<file path="src/rtl/loader_pkg.sv">
`default_nettype none
// ============================================================================
//  Module      : loader_pkg
//  Description : Shared constants for the UART instruction-memory loader:
//                FSM state encoding, sync byte and length-field width.
//                Optional macro: LOADER_CHECKSUM_EN (adds CHK/ERROR states).
//  Revision    : 1.0 - initial release
// ============================================================================
package loader_pkg;

  localparam logic [7:0] SYNC_BYTE = 8'hA5;
  localparam int         LEN_W     = 16;
  localparam int         ST_W      = 3;

  localparam logic [ST_W-1:0] ST_IDLE   = 3'd0;
  localparam logic [ST_W-1:0] ST_LEN_LO = 3'd1;
  localparam logic [ST_W-1:0] ST_LEN_HI = 3'd2;
  localparam logic [ST_W-1:0] ST_DATA   = 3'd3;
  localparam logic [ST_W-1:0] ST_DONE   = 3'd5;
`ifdef LOADER_CHECKSUM_EN
  localparam logic [ST_W-1:0] ST_CHK    = 3'd4;
  localparam logic [ST_W-1:0] ST_ERROR  = 3'd6;
`endif

  // True for every state between sync acceptance and a terminal state.
  function automatic logic is_loading(input logic [ST_W-1:0] s);
    logic r;
    r = (s == ST_LEN_LO) || (s == ST_LEN_HI) || (s == ST_DATA);
`ifdef LOADER_CHECKSUM_EN
    r = r || (s == ST_CHK);
`endif
    return r;
  endfunction

endpackage : loader_pkg
`default_nettype wire

</file>
<file path="src/rtl/loader_uart_rx.sv">
`default_nettype none
// ============================================================================
//  Module      : loader_uart_rx
//  Description : 8N1 UART receiver. 2-FF synchronizer, falling-edge start
//                detection, mid-bit sampling, LSB first. A byte whose stop
//                bit samples low is dropped silently.
//  Revision    : 1.0 - initial release
// ============================================================================
module loader_uart_rx #(
  parameter int CLKS_PER_BIT = 868
) (
  input  logic       clk,
  input  logic       rst,
  input  logic       rx,
  output logic       rx_valid,
  output logic [7:0] rx_byte
);

  localparam int CNT_W = $clog2(CLKS_PER_BIT + 1);
  localparam logic [CNT_W-1:0] C_HALF_M1 = CNT_W'(CLKS_PER_BIT / 2 - 1);
  localparam logic [CNT_W-1:0] C_FULL_M1 = CNT_W'(CLKS_PER_BIT - 1);
  localparam logic [CNT_W-1:0] C_CNT_ONE = CNT_W'(1);

  localparam logic [1:0] RX_IDLE  = 2'd0;
  localparam logic [1:0] RX_START = 2'd1;
  localparam logic [1:0] RX_DATA  = 2'd2;
  localparam logic [1:0] RX_STOP  = 2'd3;

  logic             r_meta;
  logic             r_sync;
  logic             r_sync_d;
  logic [1:0]       r_state;
  logic [CNT_W-1:0] r_cnt;
  logic [2:0]       r_bit;
  logic [7:0]       r_shift;

  // Synchronize the line, then walk start/data/stop bits sampling at mid-bit.
  always_ff @(posedge clk) begin
    if (rst) begin
      r_meta   <= 1'b1;
      r_sync   <= 1'b1;
      r_sync_d <= 1'b1;
      r_state  <= RX_IDLE;
      r_cnt    <= '0;
      r_bit    <= '0;
      r_shift  <= '0;
      rx_valid <= 1'b0;
      rx_byte  <= '0;
    end else begin
      r_meta   <= rx;
      r_sync   <= r_meta;
      r_sync_d <= r_sync;
      rx_valid <= 1'b0;
      case (r_state)
        RX_IDLE: begin
          if (r_sync_d && !r_sync) begin
            r_state <= RX_START;
            r_cnt   <= '0;
          end
        end
        RX_START: begin
          if (r_cnt == C_HALF_M1) begin
            r_cnt   <= '0;
            r_bit   <= '0;
            // A line that bounced back high was a glitch, not a start bit.
            r_state <= r_sync ? RX_IDLE : RX_DATA;
          end else begin
            r_cnt <= r_cnt + C_CNT_ONE;
          end
        end
        RX_DATA: begin
          if (r_cnt == C_FULL_M1) begin
            r_cnt   <= '0;
            r_shift <= {r_sync, r_shift[7:1]};
            if (r_bit == 3'd7) r_state <= RX_STOP;
            r_bit <= r_bit + 3'd1;
          end else begin
            r_cnt <= r_cnt + C_CNT_ONE;
          end
        end
        default: begin
          if (r_cnt == C_FULL_M1) begin
            r_cnt   <= '0;
            r_state <= RX_IDLE;
            if (r_sync) begin
              rx_valid <= 1'b1;
              rx_byte  <= r_shift;
            end
          end else begin
            r_cnt <= r_cnt + C_CNT_ONE;
          end
        end
      endcase
    end
  end

endmodule : loader_uart_rx
`default_nettype wire

</file>
<file path="src/rtl/imem_loader.sv">
`default_nettype none
// ============================================================================
//  Module      : imem_loader
//  Description : UART boot loader. Waits for sync byte 0xA5, reads a 16-bit
//                little-endian word count, then writes that many
//                little-endian 32-bit words to instruction memory from
//                address 0 and releases the core reset.
//                Optional macro: LOADER_CHECKSUM_EN - a trailing XOR byte
//                over length+data is verified; mismatch parks in ERROR.
//  Revision    : 1.0 - initial release
// ============================================================================
module imem_loader #(
  parameter int CLKS_PER_BIT = 868,
  parameter int ADDR_W       = 20
) (
  input  logic              clk,
  input  logic              rst,
  input  logic              uart_rx,
  output logic              imem_we,
  output logic [ADDR_W-1:0] imem_addr,
  output logic [31:0]       imem_wdata,
  output logic              core_rst_n,
  output logic              busy,
  output logic              load_done,
  output logic              load_err
);
  import loader_pkg::*;

  localparam logic [ADDR_W-1:0] C_ADDR_ONE = ADDR_W'(1);
`ifdef LOADER_CHECKSUM_EN
  localparam logic [ST_W-1:0] C_ST_AFTER = ST_CHK;
`else
  localparam logic [ST_W-1:0] C_ST_AFTER = ST_DONE;
`endif

  logic             w_rx_valid;
  logic [7:0]       w_rx_byte;
  logic [ST_W-1:0]  r_state;
  logic [ST_W-1:0]  w_next;
  logic [7:0]       r_len_lo;
  logic [LEN_W-1:0] r_remaining;
  logic [1:0]       r_byte_idx;
  logic [23:0]      r_word;

  loader_uart_rx #(
    .CLKS_PER_BIT (CLKS_PER_BIT)
  ) u_rx (
    .clk      (clk),
    .rst      (rst),
    .rx       (uart_rx),
    .rx_valid (w_rx_valid),
    .rx_byte  (w_rx_byte)
  );

`ifdef LOADER_CHECKSUM_EN
  logic [7:0] r_xor;

  // Running XOR over length and payload bytes, restarted on sync.
  always_ff @(posedge clk) begin
    if (rst) begin
      r_xor <= '0;
    end else if (w_rx_valid) begin
      if (r_state == ST_IDLE) r_xor <= '0;
      else if (is_loading(r_state) && r_state != ST_CHK) r_xor <= r_xor ^ w_rx_byte;
    end
  end

  // Sticky error flag, set on entry to ERROR.
  always_ff @(posedge clk) begin
    if (rst) load_err <= 1'b0;
    else if (w_next == ST_ERROR) load_err <= 1'b1;
  end
`else
  assign load_err = 1'b0;
`endif

  // Next-state decode: one byte advances the FSM at most one step.
  always_comb begin
    w_next = r_state;
    if (w_rx_valid) begin
      case (r_state)
        ST_IDLE:   if (w_rx_byte == SYNC_BYTE) w_next = ST_LEN_LO;
        ST_LEN_LO: w_next = ST_LEN_HI;
        ST_LEN_HI: w_next = ({w_rx_byte, r_len_lo} == '0) ? C_ST_AFTER : ST_DATA;
        ST_DATA:   if (r_byte_idx == 2'd3 && r_remaining == 16'd1) w_next = C_ST_AFTER;
`ifdef LOADER_CHECKSUM_EN
        ST_CHK:    w_next = (w_rx_byte == r_xor) ? ST_DONE : ST_ERROR;
`endif
        default:   w_next = r_state;
      endcase
    end
  end

  // State, status outputs, word assembly and memory write port.
  always_ff @(posedge clk) begin
    if (rst) begin
      r_state     <= ST_IDLE;
      r_len_lo    <= '0;
      r_remaining <= '0;
      r_byte_idx  <= '0;
      r_word      <= '0;
      imem_we     <= 1'b0;
      imem_addr   <= '0;
      imem_wdata  <= '0;
      core_rst_n  <= 1'b0;
      busy        <= 1'b0;
      load_done   <= 1'b0;
    end else begin
      r_state    <= w_next;
      busy       <= is_loading(w_next);
      core_rst_n <= (r_state == ST_DONE);
      if (w_next == ST_DONE) load_done <= 1'b1;
      imem_we <= 1'b0;
      if (imem_we) imem_addr <= imem_addr + C_ADDR_ONE;
      if (w_rx_valid) begin
        case (r_state)
          ST_LEN_LO: r_len_lo <= w_rx_byte;
          ST_LEN_HI: begin
            r_remaining <= {w_rx_byte, r_len_lo};
            r_byte_idx  <= '0;
          end
          ST_DATA: begin
            r_byte_idx <= r_byte_idx + 2'd1;
            case (r_byte_idx)
              2'd0: r_word[7:0]   <= w_rx_byte;
              2'd1: r_word[15:8]  <= w_rx_byte;
              2'd2: r_word[23:16] <= w_rx_byte;
              default: begin
                imem_we     <= 1'b1;
                imem_wdata  <= {w_rx_byte, r_word};
                r_remaining <= r_remaining - 16'd1;
              end
            endcase
          end
          default: ;
        endcase
      end
    end
  end

endmodule : imem_loader
`default_nettype wire

</file>
<file path="config.mk">
export PLATFORM = sky130hd
export DESIGN_NAME = imem_loader
export DESIGN_NICKNAME = d
export VERILOG_FILES = /design/src/rtl/loader_pkg.sv /design/src/rtl/loader_uart_rx.sv /design/src/rtl/imem_loader.sv
export SDC_FILE = /design/constraint.sdc
export NUM_CORES = 1
export LEC_CHECK = 0
export BUFFER_PORTS_ARGS = -buffer_cell sky130_fd_sc_hd__buf_2
export CAP_MARGIN = 10
export CORE_MARGIN = 2
export CORE_UTILIZATION = 63
export DETAILED_ROUTE_END_ITERATION = 8
export GPL_ROUTABILITY_DRIVEN = 1
export PLACE_DENSITY_LB_ADDON = 0.08
export SKIP_LAST_GASP = 1
export SLEW_MARGIN = 40
export SYNTH_ARGS = -nofsm -noshare
export SYNTH_HDL_FRONTEND = slang
export SYNTH_SLANG_ARGS = --single-unit
</file>
<file path="constraint.sdc">
create_clock -name clk -period 4.6 [get_ports clk]
set_input_delay 0.92 -clock clk [delete_from_list [all_inputs] [get_ports clk]]
set_output_delay 0.92 -clock clk [all_outputs]
set_load 0.05 [all_outputs]
</file>
After elaboration in Yosys (flattened, before gate mapping)
Index checks and enable logic that the tools add are counted.

Input port bits: 3. Register bits after elaboration: 144. Word-level logic and storage cells: 106.

Add/sub/neg operators: 5. Equal/unequal tests: 23. Bitwise gates (word level): 5. Muxes and demuxes: 24. Reduce and logical (&&, ||, !) cells: 27.

Operators by type and width (number): 16-bit case mux with 2 select lines (1); 10-bit 2-to-1 mux (3); 3-bit AND reduction (7); 20-bit by 1-bit adder with 20-bit output (second input constant) (1); 10-bit case mux with 2 select lines (1); 3-bit 2-to-1 mux (6); 16-bit by 1-bit equality test with 1-bit output (second input constant) (1); 16-bit zero test (1); 16-bit 2-to-1 mux (1); 16-bit by 1-bit subtractor with 16-bit output (second input constant) (1); 3-bit by 2-bit equality test with 1-bit output (second input constant) (4); 2-bit 2-to-1 mux (6); 3-bit case mux with 4 select lines (1); 10-bit by 1-bit adder with 10-bit output (second input constant) (1); 10-bit equality test (second input constant) (1); 10-bit by 9-bit equality test with 1-bit output (second input constant) (1); 3-bit equality test (second input constant) (3); 3-bit OR reduction (3); 8-bit equality test (second input constant) (1); 2-bit by 1-bit != test with 1-bit output (second input constant) (4); 2-bit equality test (second input constant) (3); 3-bit by 1-bit equality test with 1-bit output (second input constant) (2); 2-bit case mux with 3 select lines (1); 3-bit case mux with 2 select lines (1); 17 further kinds (29).

Logic depth before layout (Yosys ltp)
Gate-level depths: netlist of the first run.

Word-level depth: 8. Gate-level depth with buffers: 8. Gate-level depth less buffers: 7.

Cells and area by module
Synthesis of the first run repeated with hierarchy kept, for this count alone.

Cells, all modules: 715. Area, all modules: 6233.5 µm².

By module, submodules not included: imem_loader (cells each 545, area each 4634.4 µm², seq. area each 2182.1 µm², times used 1); loader_uart_rx (cells each 170, area each 1599.0 µm², seq. area each 700.7 µm², times used 1).

Worst setup path before layout of the first run
OpenSTA, ideal clock, no wires.

Path kind: register to register. Start: reg imem_we. End: reg imem_addr[17]. Stages on the path, launching flop included: 7. Clock period less this slack: 2.045 ns. Slack: 2.555 ns. Path buffers: 1. Arrival: 1.922 ns. Required time: 4.477 ns. Path through: dfxtp_1 > clkbuf_1 > nand4_1 > nor3_1 > nand2_1 > and3_1 > or2_2.

RTL lines: from (decl) (RTL line imem_loader.sv:19) `output logic imem_we,`; from (signal assigned) (RTL line imem_loader.sv:102) `imem_we <= 1'b0;`; from (signal assigned) (RTL line imem_loader.sv:113) `imem_we <= 1'b0;`; from (signal assigned) (RTL line imem_loader.sv:129) `imem_we <= 1'b1;`; to (signal assigned) (RTL line imem_loader.sv:114) `if (imem_we) imem_addr <= imem_addr + C_ADDR_ONE;`; to (decl) (RTL line imem_loader.sv:20) `output logic [ADDR_W-1:0] imem_addr,`.

Final worst setup path of the first run
Start: reg r_state[0]. End: reg r_remaining[11].

Longest elaborated chain between the ends: 3. Elaborated cells on any way between the ends: 6. Classes of those cells: eq/ne (3); mux (1); reduce/logical (2).

RTL lines: from (decl) (RTL line imem_loader.sv:38) `logic [ST_W-1:0] r_state;`; from (signal assigned) (RTL line imem_loader.sv:109) `r_state <= w_next;`; 3-bit by 2-bit equality test with 1-bit output (RTL line imem_loader.sv:116) `case (r_state)`; 2-bit != test (no line) / 2-bit nonzero test (equally long branches); 3-bit AND reduction (no line); to (signal assigned) (RTL line imem_loader.sv:119) `r_remaining <= {w_rx_byte, r_len_lo};`; to (signal assigned) (RTL line imem_loader.sv:131) `r_remaining <= r_remaining - 16'd1;`; to (decl) (RTL line imem_loader.sv:41) `logic [LEN_W-1:0] r_remaining;`.

Several ways; a longest one is shown, not always the timed one. A chain may end at the register's enable or synchronous reset.

==> impl_metrics.py, run 1 <==
metrics = {
    "routing": {
        "first_iter_violations": 245,
        "drt_wl_total_mm": 13.60,
        "wl_per_cell_um": 15.17,
        "ant_nets": 0,
        "vias_per_cell": 5.756,
        "firstDrtPassIters": 5,
        "num_vias": 5163,
        "drc_errors": 0,
    },
    "sta": {
        "finalHoldViolCount": 0,
        "rsz0062_at_grt": "no",
        "worst_slew_pin_slew_ns": 0.8334,
        "finalSetupTns_ns": 0,
        "relSlewSlack": 0.4393,
        "finalSetupViolations": 0,
        "max_freq_mhz": 413.6,
        "drv_slew": 0,
        "fin_skew_ns": 0.006979,
        "fin_crit_sh": 0.5256,
        "fin_crit_ns": 2.418,
    },
    "worst_hold_path": {
        "min_to": "u_rx.r_sync",
        "min_from": "u_rx.r_meta",
        "hold_depth": 1,
        "hp-class": "reg2reg",
    },
    "job": {
        "max_cap_violations": 0,
    },
    "synth": {
        "synthTopCellsByCount": "dfxtp_1 (144), nand2_1 (126), nor2_1 (85), a21oi_1 (70), clkbuf_1 (42)",
        "syn_inst": 724,
        "synth-simple-area-share": 0.2380,
        "synth.distinct_cells": 52,
        "yosysMostFrequentCell": "dfxtp_1",
        "syn_avg_cell_area_um2": 8.409,
        "syn-cell-area_um2": 6088,
        "synth_top_family_by_area": "simple AND/OR/NAND/NOR gates",
        "yosysSeqAreaShare": 0.4735,
        "synth_area_leaders": "dfxtp_1 (47%), nand2_1 (7.8%), a21oi_1 (5.8%)",
        "synthAdderAreaFrac": 0.03288,
        "synth_xor_area_frac": 0.03596,
        "synth_nets": 743,
        "synth_compound_area_frac": 0.1210,
        "synthArstFlopShare": 0,
        "synth-seq-cells": 144,
        "synthMuxAreaShare": 0.05590,
        "yosysTopAreaCell": "dfxtp_1",
        "synth-edff-count": 0,
        "synth_top_flop_cell": "dfxtp_1",
        "synth_warnings": 0,
        "synth_top_area_frac": 0.4735,
    },
    "floorplan": {
        "fp.dieH_um": 102.3,
        "num_rows": 35,
        "die_area_um2": 10470,
        "start_util": 0.6527,
        "die_w_um": 102.3,
        "ios": 60,
        "fp.coreArea_um2": 9328,
    },
    "setup_path": {
        "cp-start-kind": "flop",
        "cp_max_fo": 35,
        "r2r-end": "r_remaining[11]",
        "endpoint_kind": "flop",
        "crit_required_ns": 5.05,
        "cp_data_arrival_time_ns": 2.86,
        "worstSetupPathType": "reg2reg",
        "regToRegSetupSlack_ns": 2.18,
        "reg2reg_from": "r_state[0]",
        "r2r_cells": 4,
    },
    "cells_and_area": {
        "drive_above_1_share": 0.1380,
        "n_antenna_cell": 0,
        "nets": 775,
        "final_area_um2": 6984,
        "area_growth_pct": 14.71,
    },
    "pwr": {
        "p_per_area_nw_per_um2": 390.7,
        "leakagePower_nw": 2.873,
        "vdd_drop_max_mv": 0.2620,
    },
    "grt": {
        "track_usage": 0.2753,
        "met3_usage": 0.06566,
        "top_usage_layer": "met2",
        "antenna_found_initial": 0,
        "grt_pass1_vias": 4874,
        "grt_max_degree": 89,
        "grt_util_met1": 0.3537,
        "use_met2": 0.4539,
        "grt_overflow": 0,
        "grt_pass1_wl_mm": 22.80,
    },
    "clocking": {
        "cts_buffers": 17,
        "cts_setup_buffers": 0,
        "ctsLongestPathBuffers": 2,
        "htreeDepth": 4,
        "cts_tree": "done",
        "path_clk_slew_ns": 0.06,
        "clock-root-buffer": "clkbuf_8",
        "post_cts.resized_instances": 0,
        "ctsHoldBuffers": 0,
        "clock_sinks": 144,
        "clk_latency_ns": 0.52,
    },
    "placement": {
        "io_buffers": 58,
        "place.gp.congestion": 0.9035,
        "placed_cell_area_um2": 6380,
        "place_hpwl_mm": 8.604,
    },
    "run_status": {
        "status": "completed",
    },
}
==> power breakdown <==
part / internal [mW] / total, mW / switching [mW]
combinational: 0.0364 / 0.114 / 0.0775
sequential: 1.26 / 1.27 / 0.0128
clock: 0.838 / 1.34 / 0.505
==> how the worst max path moves through the flow <==
stage,startpoint,to,slack (ns),depth (start not counted)
detailed placement,rst,imem_addr[19],2.10,4
global route,r_state[0],r_remaining[12],2.00,4
global placement,r_state[0],r_remaining[11],1.94,4
floorplan,imem_we,imem_addr[17],2.56,6
CTS,r_state[0],r_remaining[11],2.21,4
finish,r_state[0],r_remaining[11],2.18,4
==> cell usage in the layout (no fill, tap or decap), types with 3 or more instances in the layout <==
| cell type | n |
|---|---|
| dfxtp_1 | 144 |
| nand2_1 | 126 |
| nor2_1 | 85 |
| a21oi_1 | 69 |
| buf_2 | 57 |
| mux2i_1 | 34 |
| nand3_1 | 25 |
| xor2_1 | 16 |
| inv_1 | 16 |
| ha_1 | 16 |
| clkbuf_16 | 16 |
| o21ai_0 | 13 |
| nor3_1 | 12 |
| nand4_1 | 11 |
| xnor2_1 | 9 |
| nor4_1 | 9 |
| a211oi_1 | 8 |
| and4_1 | 7 |
| nand3b_1 | 7 |
| clkbuf_8 | 6 |
| and3_1 | 5 |
| a31oi_1 | 5 |
| o22ai_1 | 5 |
| or2_2 | 5 |
| o31ai_1 | 4 |
| nand2b_1 | 4 |
| a31o_2 | 3 |
| or3_1 | 3 |
| or4_1 | 3 |
| o41ai_1 | 3 |
| o211ai_1 | 3 |
| clkinv_2 | 3 |
| clkinvlp_4 | 3 |
==> per-layer routing <==
layer  part of all wire  up-vias
met1               0.44     2423
met2               0.49      152
li1                   -     2553
met5                  0        -
met3              0.053       35
met4              0.021        0
==> flip-flops by register name (all words and copies together), names as in the netlist <==
register,count
imem_wdata,32
u_rx.r_shift,8
imem_we,1
r_state,3
core_rst_n,1
u_rx.r_sync_d,1
u_rx.r_meta,1
u_rx.rx_valid,1
busy,1
u_rx.r_state,2
r_len_lo,8
u_rx.r_cnt,10
r_word,24
load_done,1
imem_addr,20
r_remaining,16
u_rx.r_bit,3
u_rx.r_sync,1
u_rx.rx_byte,8
r_byte_idx,2
==> worst max-delay path: stages, from the launching register on <==
cell and delay, ns:
dfxtp_1 0.53, and3b_1 0.68, and3_2 0.72, a32oi_1 0.21, a31oi_1 0.19
==> logic make-up after synthesis <==
family | count (synthesis)
other cells | 1
xor+xnor | 25
flops | 144
fa+ha+maj | 16
compound gates | 124
mux | 34
simple gates | 315
buf+inv | 65
==> per-stage QoR <==
stage,utilization,hold WS [ns],power (mW),cells,worst slack [ns]
after floorplan,-,0.3895,1.386,724,2.555
after global placement,0.6824,0.3948,1.404,865,1.942
after detailed placement,0.6840,0.3980,1.407,865,2.102
after CTS,0.7472,0.4121,2.743,896,2.209
after global routing,0.7488,0.4366,2.824,897,2.002
final,0.7488,0.4090,2.729,897,2.182
==> cell type report <==
type                       instances  area, µm²
clock buffer                      22      483.0
clock inverter                     9      106.4
fill                             715       2344
inverter                          17      63.81
multi-input combinational        515       2964
sequential                       144       2883
tap                              129      161.4
timing repair buffer              61      322.8
Power figures use the tool's default switching activity.
==> run 2, diff against run 1 <==
Settings changed: CORE_UTILIZATION 63 to 53.
Clock period 4.6 ns to 2.1 ns, I/O delays scaled along.
==> impl_metrics.py, run 2 (synthesized netlist as in run 1, its figures left out) <==
metrics = {
    "cells_and_area": {
        "area_growth_pct": 17.84,
        "drive_above_1_share": 0.1545,
        "nets": 795,
        "regArea_um2": 2883,
        "largest_register_ffs": 32,
        "top_regs": "imem_wdata: 32 flops, r_word: 24 flops, imem_addr: 20 flops",
        "n_antenna_cell": 0,
        "multi_input_area_um2": 2975,
        "final_area_um2": 7174,
        "layout_commonest_cell": "dfxtp_1",
        "final_cell_mix": "dfxtp_1 (144), nand2_1 (125), nor2_1 (85)",
        "n_fill_cell": 995,
        "largest-register": "imem_wdata",
        "final_cells": 926,
    },
    "clocking": {
        "path_clk_slew_ns": 0.06,
        "clock_sinks": 144,
        "cts_buffers": 17,
        "ctsLongestPathBuffers": 2,
        "cts_tree": "done",
        "cts_setup_buffers": 0,
        "clk_latency_ns": 0.41,
        "clock-root-buffer": "clkbuf_16",
        "htreeDepth": 4,
    },
    "sta": {
        "finalSetupViolations": 0,
        "fin_skew_ns": 0.01048,
        "worst_slew_pin_slew_ns": 0.5821,
        "finalSetupTns_ns": 0,
        "relSlewSlack": 0.6111,
        "max_freq_mhz": 511.6,
        "fin_crit_sh": 0.9308,
        "holdWs_ns": 0.1854,
        "setup_slack_ns": 0.1454,
        "fin_crit_ns": 1.955,
        "drv_slew": 0,
        "rsz0062_at_grt": "no",
        "finalHoldViolCount": 0,
    },
    "placement": {
        "placed_cell_area_um2": 6565,
        "place.gp.congestion": 0.8916,
        "io_buffers": 58,
        "dp_cells": 900,
        "place_hpwl_mm": 9.168,
        "post-place-ws_ns": 0.04853,
    },
    "routing": {
        "drc_errors": 0,
        "ant_nets": 0,
        "drt_wl_total_mm": 13.82,
        "wl_per_cell_um": 14.92,
        "first_iter_violations": 450,
        "num_vias": 5147,
        "vias_per_cell": 5.558,
        "firstDrtPassIters": 5,
    },
    "worst_hold_path": {
        "hold_depth": 2,
        "hp-class": "in2reg",
        "min_from": "uart_rx",
        "min_to": "u_rx.r_meta",
    },
    "pwr": {
        "p_per_area_nw_per_um2": 846.7,
        "leakagePower_nw": 2.978,
        "vdd_drop_max_mv": 0.7622,
    },
    "setup_path": {
        "worstSetupPathType": "reg2reg",
        "reg2reg_from": "r_remaining[5]",
        "regToRegSetupSlack_ns": 0.15,
        "critPathMaxStageDelay_ns": 0.54,
        "r2r-end": "load_done",
        "cp.depth": 5,
        "r2r_cells": 5,
        "cp-start-kind": "flop",
        "path_delay_family": "simple AND/OR/NAND/NOR gates",
        "worst-path-buf-inv": 0,
        "crit_required_ns": 2.43,
        "cp_max_fo": 8,
        "worstPathCellList": "or4_1, or3_4, o41ai_2, a21oi_1, a211oi_1",
        "endpoint_kind": "flop",
        "cp_data_arrival_time_ns": 2.28,
        "slowest_stage": "or4_1",
    },
    "floorplan": {
        "die_w_um": 111.2,
        "fp.coreArea_um2": 11320,
        "ios": 60,
        "fp.dieH_um": 111.2,
        "die_area_um2": 12360,
        "start_util": 0.5378,
        "num_rows": 39,
    },
    "grt": {
        "antenna_found_initial": 0,
        "grt_max_degree": 100,
        "track_usage": 0.2322,
        "grt_overflow": 0,
        "grt_pass1_vias": 4776,
        "grt_pass1_wl_mm": 23.46,
    },
    "job": {
        "max_cap_violations": 0,
    },
    "run_status": {
        "status": "completed",
    },
}
## run 2: where the power goes
group	total [mW]	switching (mW)	internal, mW	leakage (nW)
clock network	3.03	1.06	1.97	0.279
logic	0.259	0.171	0.0881	1.54
registers	2.78	0.0268	2.76	1.16
total	6.07	1.26	4.82	2.98
## run 2: final cells by class
cell class / instances / area share
Sequential cell: 144 / 0.4018
Inverter: 17 / 0.008894
Clock buffer: 19 / 0.06174
Multi-Input combinational cell: 515 / 0.4147
Tap cell: 143 / 0.02494
Clock inverter: 7 / 0.01953
Timing Repair Buffer: 81 / 0.06836
## run 2: through the flow
step / util / total power, mW
floorplan: - / 3.036
global placement: 0.5799 / 3.082
detailed placement: 0.5799 / 3.094
finish: 0.6337 / 6.075
global route: 0.6337 / 6.283
CTS: 0.6314 / 6.110
## run 2: how the worst max path moves through the flow
stage	end	slack (ns)	from
2_1_floorplan	imem_addr[17]	0.06	imem_we
6_report	load_done	0.15	r_remaining[5]
3_5_place_dp	busy	0.05	r_remaining[5]
5_1_grt	u_rx.r_bit[2]	0.01	u_rx.r_cnt[0]
4_1_cts	busy	0.03	r_remaining[5]
3_3_place_gp	busy	0.10	r_remaining[5]
## run 2: layer usage
layer	vias to the layer above	track usage	routed length, µm
li1	2584	-	-
met1	2434	0.3106	6375
met2	118	0.3707	6690
met3	11	0.04866	574
met4	0	0.08807	179
met5	-	0	0
## run 2: timing repair
item                                    CTS  global route
hold buffers                              0             0
resized for setup                         0             5
endpoints found under the setup margin    0            13
